[config.mk]
export PLATFORM = sky130hd
export DESIGN_NAME = id_ex_bypass
export DESIGN_NICKNAME = d
export VERILOG_FILES = /design/src/rtl/id_ex_bypass.sv
export SDC_FILE = /design/constraint.sdc
export NUM_CORES = 1
export LEC_CHECK = 0
export CAP_MARGIN = 15
export CORE_MARGIN = 2
export CORE_UTILIZATION = 50
export DETAILED_ROUTE_END_ITERATION = 6
export DONT_BUFFER_PORTS = 1
export GPL_TIMING_DRIVEN = 0
export PLACE_DENSITY_LB_ADDON = 0.08
export SLEW_MARGIN = 20
export SYNTH_ARGS = -nofsm -noshare
export SYNTH_HDL_FRONTEND = slang
export SYNTH_SLANG_ARGS = --single-unit
[constraint.sdc]
create_clock -name clk -period 1.9 [get_ports clk]
set_clock_uncertainty 0.2 [all_clocks]
set_input_delay 0.285 -clock clk [delete_from_list [all_inputs] [get_ports clk]]
set_output_delay 0.285 -clock clk [all_outputs]
set_load 0.01 [all_outputs]
[src/rtl/id_ex_bypass.sv]
// ID/EX pipeline register with EX/MEM operand bypass and load-use stall.
// Optional hazard counters (stall_cnt, fwd_cnt) are built when HAZ_STATS_EN is defined.
module id_ex_bypass #(
  parameter int DW = 16,
  parameter int AW = 4
) (
  input  logic          clk,
  input  logic          rst_n,
  input  logic          id_valid,
  input  logic [DW-1:0] id_p0,
  input  logic [DW-1:0] id_p1,
  input  logic [AW-1:0] id_p0_addr,
  input  logic [AW-1:0] id_p1_addr,
  input  logic          id_re0,
  input  logic          id_re1,
  input  logic [AW-1:0] id_dst_addr,
  input  logic          id_we,
  input  logic          id_mem_rd,
  input  logic          flush,
  input  logic [DW-1:0] ex_result,
  input  logic [AW-1:0] mem_dst_addr,
  input  logic          mem_we,
  input  logic [DW-1:0] mem_result,
  output logic          ex_valid,
  output logic [DW-1:0] ex_op0,
  output logic [DW-1:0] ex_op1,
  output logic [AW-1:0] ex_dst_addr,
  output logic          ex_we,
  output logic          ex_mem_rd,
  output logic          stall_id
`ifdef HAZ_STATS_EN
  ,
  output logic [15:0]   stall_cnt,
  output logic [15:0]   fwd_cnt
`endif
);

  logic          vld_p0;
  logic [DW-1:0] op0_p0;
  logic [DW-1:0] op1_p0;
  logic [AW-1:0] dst_p0;
  logic          we_p0;
  logic          mrd_p0;

  logic          ex_fwd_ok;
  logic          ex_hit0, ex_hit1, mem_hit0, mem_hit1;
  logic          use0, use1;
  logic          hazard;
  logic          capture;
  logic [DW-1:0] op0_d, op1_d;

  // A load in EX has no result yet, so it never feeds the EX bypass path.
  assign ex_fwd_ok = vld_p0 && we_p0 && !mrd_p0;
  assign use0      = id_re0 && (id_p0_addr != '0);
  assign use1      = id_re1 && (id_p1_addr != '0);

  always_comb begin
    ex_hit0  = use0 && ex_fwd_ok && (dst_p0 == id_p0_addr);
    ex_hit1  = use1 && ex_fwd_ok && (dst_p0 == id_p1_addr);
    mem_hit0 = use0 && mem_we && (mem_dst_addr == id_p0_addr);
    mem_hit1 = use1 && mem_we && (mem_dst_addr == id_p1_addr);

    op0_d = id_p0;
    if (ex_hit0)       op0_d = ex_result;
    else if (mem_hit0) op0_d = mem_result;

    op1_d = id_p1;
    if (ex_hit1)       op1_d = ex_result;
    else if (mem_hit1) op1_d = mem_result;
  end

  assign hazard = id_valid && vld_p0 && mrd_p0 && (dst_p0 != '0) &&
                  ((id_re0 && (id_p0_addr == dst_p0)) ||
                   (id_re1 && (id_p1_addr == dst_p0)));

  // A redirect discards the decode slot, so there is nothing left to hold.
  assign stall_id = hazard && !flush;
  assign capture  = !flush && !stall_id;

  // ---- ID -> EX register ----
  always_ff @(posedge clk or negedge rst_n) begin
    if (!rst_n) begin
      vld_p0 <= 1'b0;
      we_p0  <= 1'b0;
      mrd_p0 <= 1'b0;
      dst_p0 <= '0;
      op0_p0 <= '0;
      op1_p0 <= '0;
    end else if (!capture) begin
      vld_p0 <= 1'b0;
      we_p0  <= 1'b0;
      mrd_p0 <= 1'b0;
    end else begin
      vld_p0 <= id_valid;
      we_p0  <= id_we && id_valid;
      mrd_p0 <= id_mem_rd && id_valid;
      dst_p0 <= id_dst_addr;
      op0_p0 <= op0_d;
      op1_p0 <= op1_d;
    end
  end

  assign ex_valid    = vld_p0;
  assign ex_op0      = op0_p0;
  assign ex_op1      = op1_p0;
  assign ex_dst_addr = dst_p0;
  assign ex_we       = we_p0;
  assign ex_mem_rd   = mrd_p0;

`ifdef HAZ_STATS_EN
  logic [15:0] stall_cnt_q;
  logic [15:0] fwd_cnt_q;
  logic        fwd_any;

  function automatic logic [15:0] sat_inc(input logic [15:0] c);
    return (c == 16'hFFFF) ? c : c + 16'd1;
  endfunction

  assign fwd_any = ex_hit0 || mem_hit0 || ex_hit1 || mem_hit1;

  always_ff @(posedge clk or negedge rst_n) begin
    if (!rst_n) begin
      stall_cnt_q <= '0;
      fwd_cnt_q   <= '0;
    end else begin
      if (stall_id)
        stall_cnt_q <= sat_inc(stall_cnt_q);
      if (capture && id_valid && fwd_any)
        fwd_cnt_q <= sat_inc(fwd_cnt_q);
    end
  end

  assign stall_cnt = stall_cnt_q;
  assign fwd_cnt   = fwd_cnt_q;
`endif

endmodule

==> impl_metrics.toml, run 1 <==
[setup_path]
crit_type = "reg2reg"
r2r_slack_ns = -0.20
r2r-end = "ex_op0[0]"
cp.required_ns = 1.87
critical-path-max-stage-delay_ns = 0.58
reg2reg_depth = 7
r2r-start = "ex_dst_addr[2]"
end_kind = "flip-flop"
cp_slowest_cell = "or4_4"
cp_max_fo = 10
path_cells = "or4_4 > nand3_2 > o221ai_4 > buf_8 > clkbuf_8 > nand2_1 > o31ai_1"
cp.arrival_ns = 2.07
crit_start = "ex_dst_addr[2]"
cp-start-kind = "flip-flop"

[power_and_ir_drop]
clockPowerShare_pct = 33.9
power_frac_seq_pct = 48.8
net-switching-power_uw = 617
swShare_pct = 29.5
power.density_nw_per_um2 = 687
power_uw = 2090
p_leak_uw = 0.00121
p_comb_share_pct = 17.3
p_int_uw = 1470
peakVddDrop_v = 0.000507

[route]
wl_per_cell_um = 22.7
wirelength_mm = 8.18
drtAntennaViolNets = 0
firstDrtPassIters = 4
drt_iter0_markers = 138
viasPerCell = 6.48
post-route-drc-count = 0
via_count = 2331

[synthesis]
synth_top_area_share_pct = 38.4
yosysSeqAreaShare_pct = 38.4
yosys.area.top_type = "dfrtp_1"
ys_ff_latch = 39
syn-num-nets = 362
synth_compound_area_share_pct = 27.7
synth-adder-area-share_pct = 0
synthTopCellsByArea = "dfrtp_1 38%, o31ai_1 9.5%, a211oi_1 6.5%, nor3_1 6.5%, nand2_1 5.2%"
synthMuxAreaShare_pct = 1.77
synth_edf_count = 0
syn_avg_cell_area_um2 = 9.30
syn-cell-area_um2 = 2540
ys_types = 33
synth_xor_area_share_pct = 5.52
yosysWarnings = 0
synth_top_family_by_area = "compound AO/OA/AOI/OAI gates"
ys_dominant_reg_cell = "dfrtp_1"
synthCells = 273
yosys.area_share.simple_pct = 21.6
async_flop_share_pct = 100

[status]
status = "finished with violations"
violations = "setup timing"

[sta]
period_share_pct = 110
finalMaxSlewViolations = 0
fin_ws_ns = -0.199
finalSetupTns_ns = -6.14
hold_viol = 0
rsz0062_at_grt = "yes"
worst_pin_slew_ns = 0.627
fmax_ghz = 0.477
slew-limit-headroom_pct = 58.2
holdWs_ns = 0.00975
setup_violations = 39
fin_crit_ns = 2.10

[floorplan]
io-pin-count = 129
core-area_um2 = 4820
die_x_um = 75.3
rows = 25
die_h_um = 75.3
die_area_um2 = 5660
start_util_pct = 52.7

[global_routing]
grt_pass1_wl_mm = 12.2
antenna_found_initial = 0
grt_pass1_vias = 2368
grt_overflow = 0
grtUsageTotal_pct = 29.0
grt_start_max_net_pins = 40

[placed_design]
post-place-cells = 340
place_area_um2 = 2710
place_congestion = 0.828
port_buffers = 0
hpwl_mm = 5.88

[layout]
n_antenna_cell = 0
fill_cells = 435
syn_to_final_growth_pct = 19.9
mostFrequentLayoutCells = "35 x nand2_1, 35 x dfrtp_1, 32 x nor3_1, 25 x o31ai_1, 22 x a211oi_1"
final_cells = 360
stdcell_area_um2 = 3040
nets = 381
drive_above_1_share_pct = 24.2

[cts]
htree_levels = 2
worstSkewPairLatency_ns = 0.29
cts_buffers = 5
root_buffer = "clkbuf_8"
cts_sinks = 39
clk_pin_slew_ns = 0.09
cts_buffer_depth = 2
tritoncts = "yes"

[worst_hold_path]
worstHoldStart = "ex_result[3]"
min_to = "ex_op0[3]"
min_path_type = "in2reg"
hold_depth = 2

[job]
max_cap_violations = 0
[Yosys cell counts, types with 3 or more instances]
cell / count
a211oi_1: 22
nor3_1: 33
nand2_1: 35
dfrtp_1: 39
buf_2: 3
xnor2_1: 10
a21boi_0: 14
mux2_1: 4
a211oi_2: 10
xor2_1: 6
clkbuf_1: 16
nor3_2: 3
o31ai_1: 32
and3_1: 18
buf_6: 3
[through the flow]
stage,utilization [%],worst slack (ns)
2_1_floorplan,-,-0.0882
3_3_place_gp,56.3,-0.352
3_5_place_dp,56.3,-0.406
4_1_cts,62.5,-0.212
5_1_grt,63.2,-0.265
6_report,63.2,-0.199
[final cells by class]
cell class	count	area, um^2	share of cell area, %
Clock buffer	5	68.8	2.26
Sequential cell	39	981	32.2
Tap cell	67	83.8	2.75
Timing Repair Buffer	12	123	4.03
Multi-Input combinational cell	209	1570	51.6
Clock inverter	3	43.8	1.44
Buffer	23	166	5.47
Inverter	2	7.51	0.247
[logic make-up after synthesis]
family	after synthesis
compound gates	85
simple gates	104
xor+xnor	16
flops	39
buf+inv	25
mux	4
[worst max path at each step]
| stage | end | slack (ns) | cells past startpoint |
|---|---|---|---|
| after global placement | ex_op0[14] | -0.35 | 6 |
| after floorplan | ex_dst_addr[0] | -0.09 | 5 |
| after global routing | ex_op0[0] | -0.27 | 6 |
| after CTS | ex_op0[0] | -0.21 | 7 |
| final | ex_op0[0] | -0.20 | 7 |
| after detailed placement | ex_op1[10] | -0.41 | 6 |
[sequential cells by signal, indices dropped and copies added (netlist names)]
register	flops
ex_valid	1
ex_op1	16
ex_op0	16
ex_mem_rd	1
ex_we	1
ex_dst_addr	4
[worst max-delay path: cells and delay by family, from the launching register on]
family | cells | cell delay [ns]
flops | 1 | 0.48
compound gates | 2 | 0.21
simple gates | 3 | 0.75
buf+inv | 2 | 0.35
[routing by layer]
layer | track usage [%] | wire length, um
met1 | 37.3 | 3330
met2 | 48.3 | 4040
met3 | 8.43 | 722
met4 | 7.21 | 83
met5 | 0 | 0
[repair_timing]
action	in CTS	in global routing
setup buffers	3	0
pin swaps	9	4
endpoints found under the setup margin	40	40
hold buffers	9	0
resized for setup	17	14
endpoints found under the hold margin	46	0
[power groups by stage]
stage / registers [uW] / logic [uW] / clock network [uW]
floorplan: 1010 / 242 / 0
global placement: 1030 / 292 / 0
detailed placement: 1030 / 298 / 0
CTS: 1020 / 350 / 713
global route: 1030 / 397 / 737
finish: 1020 / 362 / 709
Note: power is estimated with default switching activity, not from simulation.
==> run 2: changes to the inputs <==
- GPL_ROUTABILITY_DRIVEN: not set -> 0
==> results of run 2 <==
No change in the layout: final DEF, timing and power equal those of run 1.
==> run 3: changes to the inputs <==
- CORE_MARGIN: 2 -> not set
==> run 3 against run 2 <==
The flow still finishes with violations (setup timing). Clock power down 9.6%. Final area shrank 0.37%. Non-clock buffer count is 1 lower. Core utilization fell by 0.23 points. Wire length is 4.5% lower. Sequential share of layout area rose by 0.12 points. Largest power group unchanged.
==> impl_metrics.toml, run 3 (synthesis results as in run 1) <==
[status]
status = "finished with violations"
violations = "setup timing"

[route]
via_count = 2314
met1Wirelength_mm = 3.17
post-route-drc-count = 0
highest_layer = "met4"
viasPerCell = 6.45
wirelength_mm = 7.81
firstDrtPassIters = 4
drtAntennaViolNets = 0
route.met2.wl_mm = 3.79
drt_iter0_markers = 117
wl_per_cell_um = 21.8
met3_length_um = 736

[cts]
clk_pin_slew_ns = 0.08
cts_sinks = 39
root_buffer = "clkbuf_8"
tritoncts = "yes"
worstSkewPairLatency_ns = 0.29
htree_levels = 2
cts_buffers = 5
cts_buffer_depth = 2

[sta]
fin_ws_ns = -0.207
fmax_ghz = 0.475
period_share_pct = 111
slew-limit-headroom_pct = 60.5
hold_viol = 0
setup_violations = 40
fin_crit_ns = 2.11
worst_pin_slew_ns = 0.593
finalMaxSlewViolations = 0
holdWs_ns = 0.0110
rsz0062_at_grt = "yes"

[setup_path]
reg2reg_depth = 5
cp.required_ns = 1.90
r2r-start = "ex_dst_addr[1]"
r2r-end = "ex_op1[15]"
end_kind = "flip-flop"
cp.arrival_ns = 2.11
cp_max_fo = 10
path_cells = "or4_4 > nand3_2 > o221ai_4 > clkbuf_4 > o31ai_1"
r2r_slack_ns = -0.21
cp-start-kind = "flip-flop"
critical-path-max-stage-delay_ns = 0.57
cp_slowest_cell = "or4_4"
crit_type = "reg2reg"

[floorplan]
die_area_um2 = 5370
start_util_pct = 52.7
rows = 25
die_h_um = 73.3
io-pin-count = 129
core-area_um2 = 4820
die_x_um = 73.3

[worst_hold_path]
worstHoldStart = "ex_result[14]"
min_path_type = "in2reg"
hold_depth = 2
min_to = "ex_op0[14]"

[power_and_ir_drop]
p_leak_uw = 0.00121
power_uw = 2010
power.density_nw_per_um2 = 664
peakVddDrop_v = 0.000496

[job]
max_cap_violations = 0

[layout]
stdcell_area_um2 = 3030
mostFrequentLayoutCells = "35 x nand2_1, 35 x dfrtp_1, 32 x nor3_1, 27 x o31ai_1, 22 x a211oi_1"
fill_cells = 434
drive_above_1_share_pct = 23.6
n_antenna_cell = 0
multiInputGateArea_um2 = 1570
nets = 380
syn_to_final_growth_pct = 19.4
seq_area_um2 = 981

[global_routing]
grt_pass1_vias = 2293
antenna_found_initial = 0
grt_start_max_net_pins = 40
grt_overflow = 0
grt_pass1_wl_mm = 11.9
grtUsageTotal_pct = 29.8

[placed_design]
place_area_um2 = 2710
hpwl_mm = 5.65
port_buffers = 0
run 3: how the worst max path moves through the flow:
stage | endpoint | depth (start not counted) | slack [ns] | from
after global routing | ex_op0[1] | 7 | -0.29 | ex_dst_addr[1]
after global placement | ex_op0[12] | 6 | -0.36 | ex_dst_addr[1]
final | ex_op1[15] | 5 | -0.21 | ex_dst_addr[1]
after detailed placement | ex_op1[7] | 6 | -0.40 | ex_dst_addr[2]
after CTS | ex_op0[5] | 7 | -0.20 | ex_dst_addr[3]
after floorplan | ex_dst_addr[0] | 5 | -0.09 | ex_dst_addr[3]
run 3: through the flow:
| stage | utilization [%] | cells | setup slack [ns] | TNS [ns] |
|---|---|---|---|---|
| after floorplan | - | 273 | -0.0882 | -1.48 |
| after global placement | 56.3 | 340 | -0.364 | -11.56 |
| after detailed placement | 56.3 | 340 | -0.403 | -12.59 |
| after CTS | 61.8 | 359 | -0.197 | -6.45 |
| after global routing | 62.9 | 359 | -0.289 | -9.79 |
| final | 62.9 | 359 | -0.207 | -6.56 |
run 3: where the power goes:
part           leakage, uW  switching, uW  internal (uW)
clock network    0.0000515            309            332
registers         0.000473            109            908
logic             0.000687            181            173
total              0.00121            600           1410
run 3: final cells by class:
class	count	area share (%)
Sequential cell	39	32.4
Multi-Input combinational cell	209	51.9
Timing Repair Buffer	11	3.80
Inverter	2	0.248
Tap cell	67	2.77
Clock buffer	8	3.30
Buffer	23	5.61
run 3: critical path, delay by kind of cell (launching register included):
family | cells | cell delay [ns]
flip-flops | 1 | 0.50
buffers and inverters | 1 | 0.23
AND/OR/NAND/NOR | 2 | 0.67
AO/OA/AOI/OAI | 2 | 0.41
run 3: what timing repair did:
item | 4_1_cts | 5_1_grt
gates cloned | 0 | 0
setup buffers | 2 | 0
pin swaps | 8 | 5
endpoints found under the hold margin | 46 | 0
gates resized for setup | 15 | 14
endpoints found under the setup margin | 40 | 40
hold buffers | 9 | 0
run 3: routing by layer:
metal / global-route usage (%) / vias to the layer above
met4: 11.1 / 0
met5: 0 / -
met2: 49.4 / 107
li1: - / 1077
met1: 37.0 / 1120
met3: 8.23 / 10
